===== src/rtl/branch_update_queue.sv =====
// In-order queue of in-flight branch predictions. Resolutions pop the oldest
// entry and emit a one-cycle predictor training pulse; a mispredict flushes.
module branch_update_queue #(
    parameter int PC_W  = 10,
    parameter int DEPTH = 8
) (
    input  logic                     clock,
    input  logic                     reset,
    input  logic                     pred_valid,
    input  logic [PC_W-1:0]          pred_pc,
    input  logic                     pred_taken,
    output logic                     pred_ready,
    input  logic                     res_valid,
    input  logic                     res_taken,
    output logic                     upd_valid,
    output logic [PC_W-1:0]          upd_pc,
    output logic                     upd_taken,
    output logic                     upd_mispredict,
    output logic                     res_err,
    output logic [$clog2(DEPTH):0]   occupancy,
    output logic [15:0]              br_count,
    output logic [15:0]              mp_count
);

    localparam int AW = $clog2(DEPTH);
    localparam logic [AW:0] FULL_OCC = (AW+1)'(DEPTH);

    logic [PC_W-1:0] mem_pc    [DEPTH];
    logic            mem_taken [DEPTH];

    logic [AW-1:0] head, tail;
    logic [AW:0]   occ, occ_nx;
    logic          full, push, resolve, mispred, err;

    // Handshake: a prediction transfers on any rising edge where pred_valid
    // and pred_ready are both high; pred_ready depends only on registered
    // occupancy, so it never combinationally follows pred_valid.
    assign full       = (occ == FULL_OCC);
    assign pred_ready = !full;
    assign occupancy  = occ;

    assign push    = pred_valid && pred_ready;
    assign resolve = res_valid && (occ != '0);
    assign mispred = resolve && (res_taken != mem_taken[head]);
    assign err     = res_valid && (occ == '0);

    always_comb begin
        occ_nx = occ;
        if (mispred) begin
            occ_nx = '0;
        end else if (push && !resolve) begin
            occ_nx = occ + (AW+1)'(1);
        end else if (resolve && !push) begin
            occ_nx = occ - (AW+1)'(1);
        end
    end

    // Entry storage needs no reset: occupancy alone says which slots are live.
    always_ff @(posedge clock) begin
        if (push && !mispred) begin
            mem_pc[tail]    <= pred_pc;
            mem_taken[tail] <= pred_taken;
        end
    end

    always_ff @(posedge clock or negedge reset) begin
        if (!reset) begin
            head           <= '0;
            tail           <= '0;
            occ            <= '0;
            upd_valid      <= 1'b0;
            upd_pc         <= '0;
            upd_taken      <= 1'b0;
            upd_mispredict <= 1'b0;
            res_err        <= 1'b0;
            br_count       <= '0;
            mp_count       <= '0;
        end else begin
            occ <= occ_nx;
            if (mispred) begin
                // Drop the resolved entry and every younger wrong-path entry.
                head <= head + AW'(1);
                tail <= head + AW'(1);
            end else begin
                if (push)    tail <= tail + AW'(1);
                if (resolve) head <= head + AW'(1);
            end

            upd_valid      <= resolve;
            upd_mispredict <= mispred;
            res_err        <= err;
            if (resolve) begin
                upd_pc    <= mem_pc[head];
                upd_taken <= res_taken;
                br_count  <= br_count + 16'd1;
            end
            if (mispred && (mp_count != 16'hFFFF)) begin
                mp_count <= mp_count + 16'd1;
            end
        end
    end

endmodule


===== config.mk =====
export PLATFORM = sky130hd
export DESIGN_NAME = branch_update_queue
export DESIGN_NICKNAME = d
export VERILOG_FILES = /design/src/rtl/branch_update_queue.sv
export SDC_FILE = /design/constraint.sdc
export NUM_CORES = 1
export LEC_CHECK = 0
export BUFFER_PORTS_ARGS = -buffer_cell sky130_fd_sc_hd__buf_4
export CAP_MARGIN = 15
export CORE_MARGIN = 2
export CORE_UTILIZATION = 45
export CTS_BUF_LIST = sky130_fd_sc_hd__clkbuf_2 sky130_fd_sc_hd__clkbuf_4 sky130_fd_sc_hd__clkbuf_8
export CTS_CLUSTER_SIZE = 24
export DETAILED_ROUTE_END_ITERATION = 7
export PLACE_DENSITY = 0.66
export SYNTH_ARGS = -nofsm -noshare
export SYNTH_HDL_FRONTEND = slang
export SYNTH_SLANG_ARGS = --single-unit

===== constraint.sdc =====
create_clock -name clock -period 2.95 [get_ports clock]
set_input_delay 0.59 -clock clock [delete_from_list [all_inputs] [get_ports clock]]
set_output_delay 0.59 -clock clock [all_outputs]
set_load 0.05 [all_outputs]

==> impl_metrics.tcl, run 1 <==
set metrics [dict create \
    cts_resized 0 \
    final_hold_viol_count 0 \
    ff2ff_setup_slack_ps 500 \
    clkLatencyLatePin_ps 440 \
    r2r_start "occupancy[0]" \
    fill_cells 1047 \
    synth_edf_count 88 \
    grt_pass1_wl_um 18100 \
    cp.arrival_ps 2770 \
    wl_per_cell_um 17.5 \
    core-area_sq_um 12800 \
    cts_buffers 17 \
    clk_pin_slew_worst_paths_ps 70 \
    drt-met1-wl_um 5170 \
    post_dp_cell_area_sq_um 6720 \
    worst_slack_ps 502 \
    ant_nets 0 \
    viasPerCell 5.22 \
    drc 0 \
    setup-tns-final_ps 0 \
    dieArea_sq_um 14100 \
    cts_tree "built" \
    grt_pass1_vias 3285 \
    rows 41 \
    dp.cells 611 \
    holdBufCountCts 0 \
    power.density_nw_per_um2 991 \
    area_growth_pct 19.2 \
    relSlewSlack 0.370 \
    drive_gt1_frac 0.323 \
    synth_seq_area_share 0.681 \
    synth_top_area_frac 0.445 \
    reg2reg_depth 9 \
    synth_largest_area_cell "edfxtp_1" \
    fmax_mhz 409 \
    die_h_um 119 \
    rsz0062_at_grt "false" \
    grt-ovfl-total 0 \
    fin_area_sq_um 7080 \
    final_cells 642 \
    vias 3350 \
    dr.pass1.iters 4 \
    nNetsFinal 481 \
    pre_cts_ws_ps 508 \
    max_cap_violations 0 \
    met2_length_um 5390 \
    drv_slew 0 \
    n_antenna_cell 0 \
    worstSetupStartpoint "occupancy[0]" \
    skew_ps 11.3 \
    die_w_um 119 \
    worstSetupStartpointType "flop" \
    grt_usage 0.171 \
    io_buffers 66 \
    crit_type "flop to flop" \
    initial_utilization 0.465 \
    synth_cell_types 40 \
    synthTopCellsByArea "edfxtp_1 45%, dfrtp_1 24%, mux4_2 8.0%" \
    top_layer "met4" \
    numClockSinks 144 \
    worstHoldPathType "input port to async pin" \
    synth_area_per_cell_sq_um 16.0 \
    htree_levels 4 \
    p_leak_uw 0.00286 \
    end_kind "flop" \
    clk_path_buf_depth 2 \
    ys_seq_elements 144 \
    worstReg2RegEnd "occupancy[3]" \
    cts_setup_buffers 0 \
    grt_start_max_net_pins 57 \
    io_pins 67 \
    cp_max_fo 6 \
    status "complete, no violations" \
    crit_required_ps 3280 \
    synthArstFlopShare 0.389 \
    antenna_found_initial 0 \
    drtIter0Drc 211 \
    wl_met3_um 530 \
    netlist_top_cells_count "88 x edfxtp_1, 56 x dfrtp_1, 37 x nand2_1" \
    synthFlopType "edfxtp_1" \
    setup_viol 0 \
    netlist_instances 370 \
    wirelength_um 11300 \
    vdd_ir_drop_max_v 0.000378 \
    dp_hpwl_um 7230 \
    tightest_slew_ps 935 \
    syn_nets 393 \
    cts_root_buf "clkbuf_8" \
    min_period_ps 2450 \
    mappedNetlistArea_sq_um 5940 \
    fin_crit_sh 0.830 \
    gp_congestion 0.775 \
    yosysWarnings 0 \
    yosysMostFrequentCell "edfxtp_1" \
]
[critical path, stage by stage, from the launching register on]
cell and delay, ps:
dfrtp_1 460, or4b_4 590, and2_4 210, nand2_4 70, ha_1 230, a21o_1 150
a21oi_1 180, mux2i_1 230, xor2_1 170, nor2_1 50
[per-layer routing]
layer / GRT usage / up-vias
met4: 0.0737 / 0
met2: 0.268 / 92
met1: 0.230 / 1689
li1: - / 1555
met5: 0 / -
met3: 0.0393 / 14
[per-stage QoR]
step / util / hold WS [ps] / power, uW
floorplan: - / 294 / 4850
global placement: 0.526 / 466 / 5600
detailed placement: 0.526 / 466 / 5670
CTS: 0.554 / 219 / 7100
global route: 0.554 / 252 / 7400
finish: 0.554 / 217 / 7010
[final cells by class]
type / instances / area, sq um / area share
Sequential cell: 144 / 4040 / 0.571
Multi-Input combinational cell: 205 / 1800 / 0.255
Timing Repair Buffer: 85 / 638 / 0.0902
Clock buffer: 21 / 264 / 0.0373
Tap cell: 172 / 215 / 0.0304
Clock inverter: 10 / 93.8 / 0.0133
Inverter: 5 / 18.8 / 0.00265
[layout by cell type, fill, tap and decap left out, types with 4 or more instances in the layout]
cell type / n
and3_1: 6
and4_1: 4
buf_4: 85
clkbuf_4: 4
clkbuf_8: 17
dfrtp_1: 56
edfxtp_1: 88
ha_1: 6
mux2i_1: 18
mux4_2: 21
nand2_1: 37
nand3_1: 10
nand4_1: 5
nor2_1: 12
nor3_1: 7
nor4_1: 5
o21ai_0: 10
xnor2_1: 20
xor2_1: 18
[flip-flops by register name (all words and copies together) (netlist names)]
register and cells:
res_err 1, br_count 16, tail 3, occupancy 4
upd_valid 1, mp_count 16, upd_taken 1, head 3
mem_taken 8, upd_pc 10, upd_mispredict 1, mem_pc 80
[cells by family after synthesis]
group,after synthesis,share of synthesized area
DFF,144,0.681
adders and majority gates,7,0.0160
and+or+nand+nor,101,0.0900
xor gates and xnor gates,39,0.0588
buffers and inverters,21,0.0181
muxes,41,0.114
AOI/OAI and AO/OA,17,0.0221
[where the power goes]
group	switching, uW	total, uW	internal [uW]
Combinational	1680	2740	1060
Clock	720	1420	696
Sequential	298	2850	2550
Total	2700	7010	4310
[worst max-delay path by stage]
stage	cells past startpoint	slack [ps]	endpoint
4_1_cts	7	480	mem_taken[6]
3_3_place_gp	9	570	occupancy[3]
5_1_grt	6	360	mp_count[1]
6_report	9	500	occupancy[3]
2_1_floorplan	5	-340	mem_pc[4][0]
3_5_place_dp	9	510	occupancy[3]
No activity file was read; power rests on OpenSTA's default activity.
==> run 2: changes to the inputs <==
ABC_AREA = 1   (was not set)
PLACE_DENSITY = not set   (was 0.66)
clock period = 2.5 ns   (was 2.95 ns; I/O delays follow)
==> run 2 against run 1 <==
Compared with the run above: sequential power up 16%; die area up 7.1%; clock skew down 2.3 ps; worst setup slack worse by 210 ps; flip-flop and latch count unchanged; critical path type unchanged.
==> impl_metrics.tcl, run 2 <==
set metrics [dict create \
    min_period_ps 2200 \
    cts_tree "built" \
    ff2ff_setup_slack_ps 300 \
    critPathSlowestCell "dfrtp_1" \
    synth_area_per_cell_sq_um 10.8 \
    largest_reg_flops 80 \
    n_antenna_cell 0 \
    synthFlopType "edfxtp_1" \
    grt_usage 0.196 \
    relSlewSlack 0.521 \
    fin_crit_sh 0.881 \
    dp_hpwl_um 9100 \
    cp_max_fo 19 \
    reg2reg_depth 10 \
    core-area_sq_um 13900 \
    dr.pass1.iters 4 \
    vdd_ir_drop_max_v 0.000521 \
    io_pins 67 \
    synth_top_area_frac 0.415 \
    synth_seq_area_share 0.635 \
    synth_edf_count 88 \
    skew_ps 9.04 \
    crit_type "flop to flop" \
    layout_commonest_cell "nand2_1" \
    grt_start_max_net_pins 57 \
    end_kind "flop" \
    die_w_um 123 \
    power.density_nw_per_um2 1130 \
    grt-ovfl-total 0 \
    clk_path_buf_depth 2 \
    holdBufCountCts 0 \
    crit_required_ps 2640 \
    htree_levels 4 \
    yosysMostFrequentCell "nand2_1" \
    p_leak_uw 0.00320 \
    pre_cts_ws_ps 247 \
    mappedNetlistArea_sq_um 6370 \
    status "complete, no violations" \
    wirelength_um 13400 \
    fmax_mhz 454 \
    drive_gt1_frac 0.211 \
    antenna_found_initial 0 \
    drtIter0Drc 428 \
    initial_utilization 0.459 \
    setup-tns-final_ps 0 \
    synthTopCellsByArea "edfxtp_1 41%, dfrtp_1 22%, nand2_1 6.8%" \
    setup_viol 0 \
    syn_nets 612 \
    worstReg2RegEnd "mem_pc[4][8]" \
    ys_seq_elements 144 \
    cp_cell_sequence "buf_4 > nand2_1 > nand3_1 > nand3_2 > nand2_1 > nand2_2 > nand3_4 > nand3_1 > nor2_1 > buf_4" \
    synthArstFlopShare 0.389 \
    power.total_uw 8520 \
    cp.arrival_ps 2340 \
    numClockSinks 144 \
    die_h_um 123 \
    clk_pin_slew_worst_paths_ps 80 \
    worst_slack_ps 297 \
    worstSetupStartpointType "flop" \
    ant_nets 0 \
    yosysWarnings 0 \
    timing.hold.ws_ps 106 \
    cts_buffers 17 \
    drc 0 \
    layout_common_cells "116 x nand2_1, 88 x edfxtp_1, 86 x buf_4" \
    grt_pass1_vias 4437 \
    clkLatencyLatePin_ps 440 \
    synth_cell_types 33 \
    rows 43 \
    drv_slew 0 \
    cts_root_buf "clkbuf_8" \
    worst-path-buf-inv 2 \
    slowest_delay_ps 430 \
    area_growth_pct 18.0 \
    synth_largest_area_cell "edfxtp_1" \
    max_cap_violations 0 \
    wl_per_cell_um 15.5 \
    worstHoldPathType "input port to async pin" \
    viasPerCell 5.18 \
    nNetsFinal 694 \
    gp_congestion 0.835 \
    grt_pass1_wl_um 22300 \
    netlist_instances 589 \
    largest_register "mem_pc" \
    tightest_slew_ps 719 \
    io_buffers 66 \
    path_delay_family "simple AND/OR/NAND/NOR gates" \
    rsz0062_at_grt "false" \
    final_hold_viol_count 0 \
    vias 4474 \
    netlist_top_cells_count "116 x nand2_1, 88 x edfxtp_1, 62 x nor2_1" \
    dieArea_sq_um 15100 \
    reg_top3 "mem_pc (80), br_count (16), mp_count (16)" \
    r2r_start "head[0]" \
]
==> run 2: through the flow <==
stage	cells	util	instance area, sq um
after global routing	863	0.542	7520
after global placement	832	0.514	7130
after floorplan	589	-	6380
final	863	0.542	7520
after CTS	863	0.541	7510
after detailed placement	832	0.514	7130
==> run 2: layout make-up <==
type	instances	area (sq um)
clock buffer	18	241
clock inverter	13	138
fill	1227	6360
inverter	46	178
multi-input combinational	376	2050
sequential	144	4040
tap	180	225
timing repair buffer	86	646
==> run 2: where the power goes <==
| group | internal [uW] | switching, uW |
|---|---|---|
| combinational | 1070 | 2390 |
| sequential | 2990 | 312 |
| clock | 893 | 864 |
| total | 4950 | 3570 |
==> run 2: cells by family (layout without fill, tap and decap cells) <==
logic type / count (synthesis) / after routing / share of synthesized area
AO/OA/AOI/OAI: 79 / 79 / 0.0738
XOR/XNOR: 30 / 30 / 0.0412
adder cells (fa/ha/maj): 7 / 7 / 0.0149
buffers and inverters: 69 / 163 / 0.0459
flip-flops: 144 / 144 / 0.635
AND/OR/NAND/NOR: 260 / 260 / 0.189
==> run 2: how the worst max path moves through the flow <==
stage,startpoint,to,slack [ps],cells after the start
after CTS,occupancy[0],occupancy[3],240,11
after global routing,occupancy[0],occupancy[3],20,11
final,head[0],mem_pc[4][8],300,10
after global placement,occupancy[0],mem_pc[4][5],380,8
after detailed placement,occupancy[0],occupancy[3],250,11
after floorplan,occupancy[0],occupancy[3],70,12
==> run 2: repair_timing <==
action                                  4_1_cts  5_1_grt
gates resized for setup                       0        1
setup buffers                                 0        0
endpoints found under the setup margin        0        2
==> run 2: worst reg2reg max path: stages, from the launching register on <==
cell and delay [ps]:
dfrtp_1 430, buf_4 240, nand2_1 80, nand3_1 110, nand3_2 90, nand2_1 90
nand2_2 120, nand3_4 170, nand3_1 200, nor2_1 140, buf_4 240
==> run 2: per-layer routing <==
metal,wire length (um),track usage,vias to the layer above,share of wire
met2,6520,0.315,110,0.49
li1,-,-,2189,-
met4,140,0.0653,0,0.010
met5,0,0,-,0
met1,5950,0.260,2166,0.44
met3,778,0.0517,9,0.058
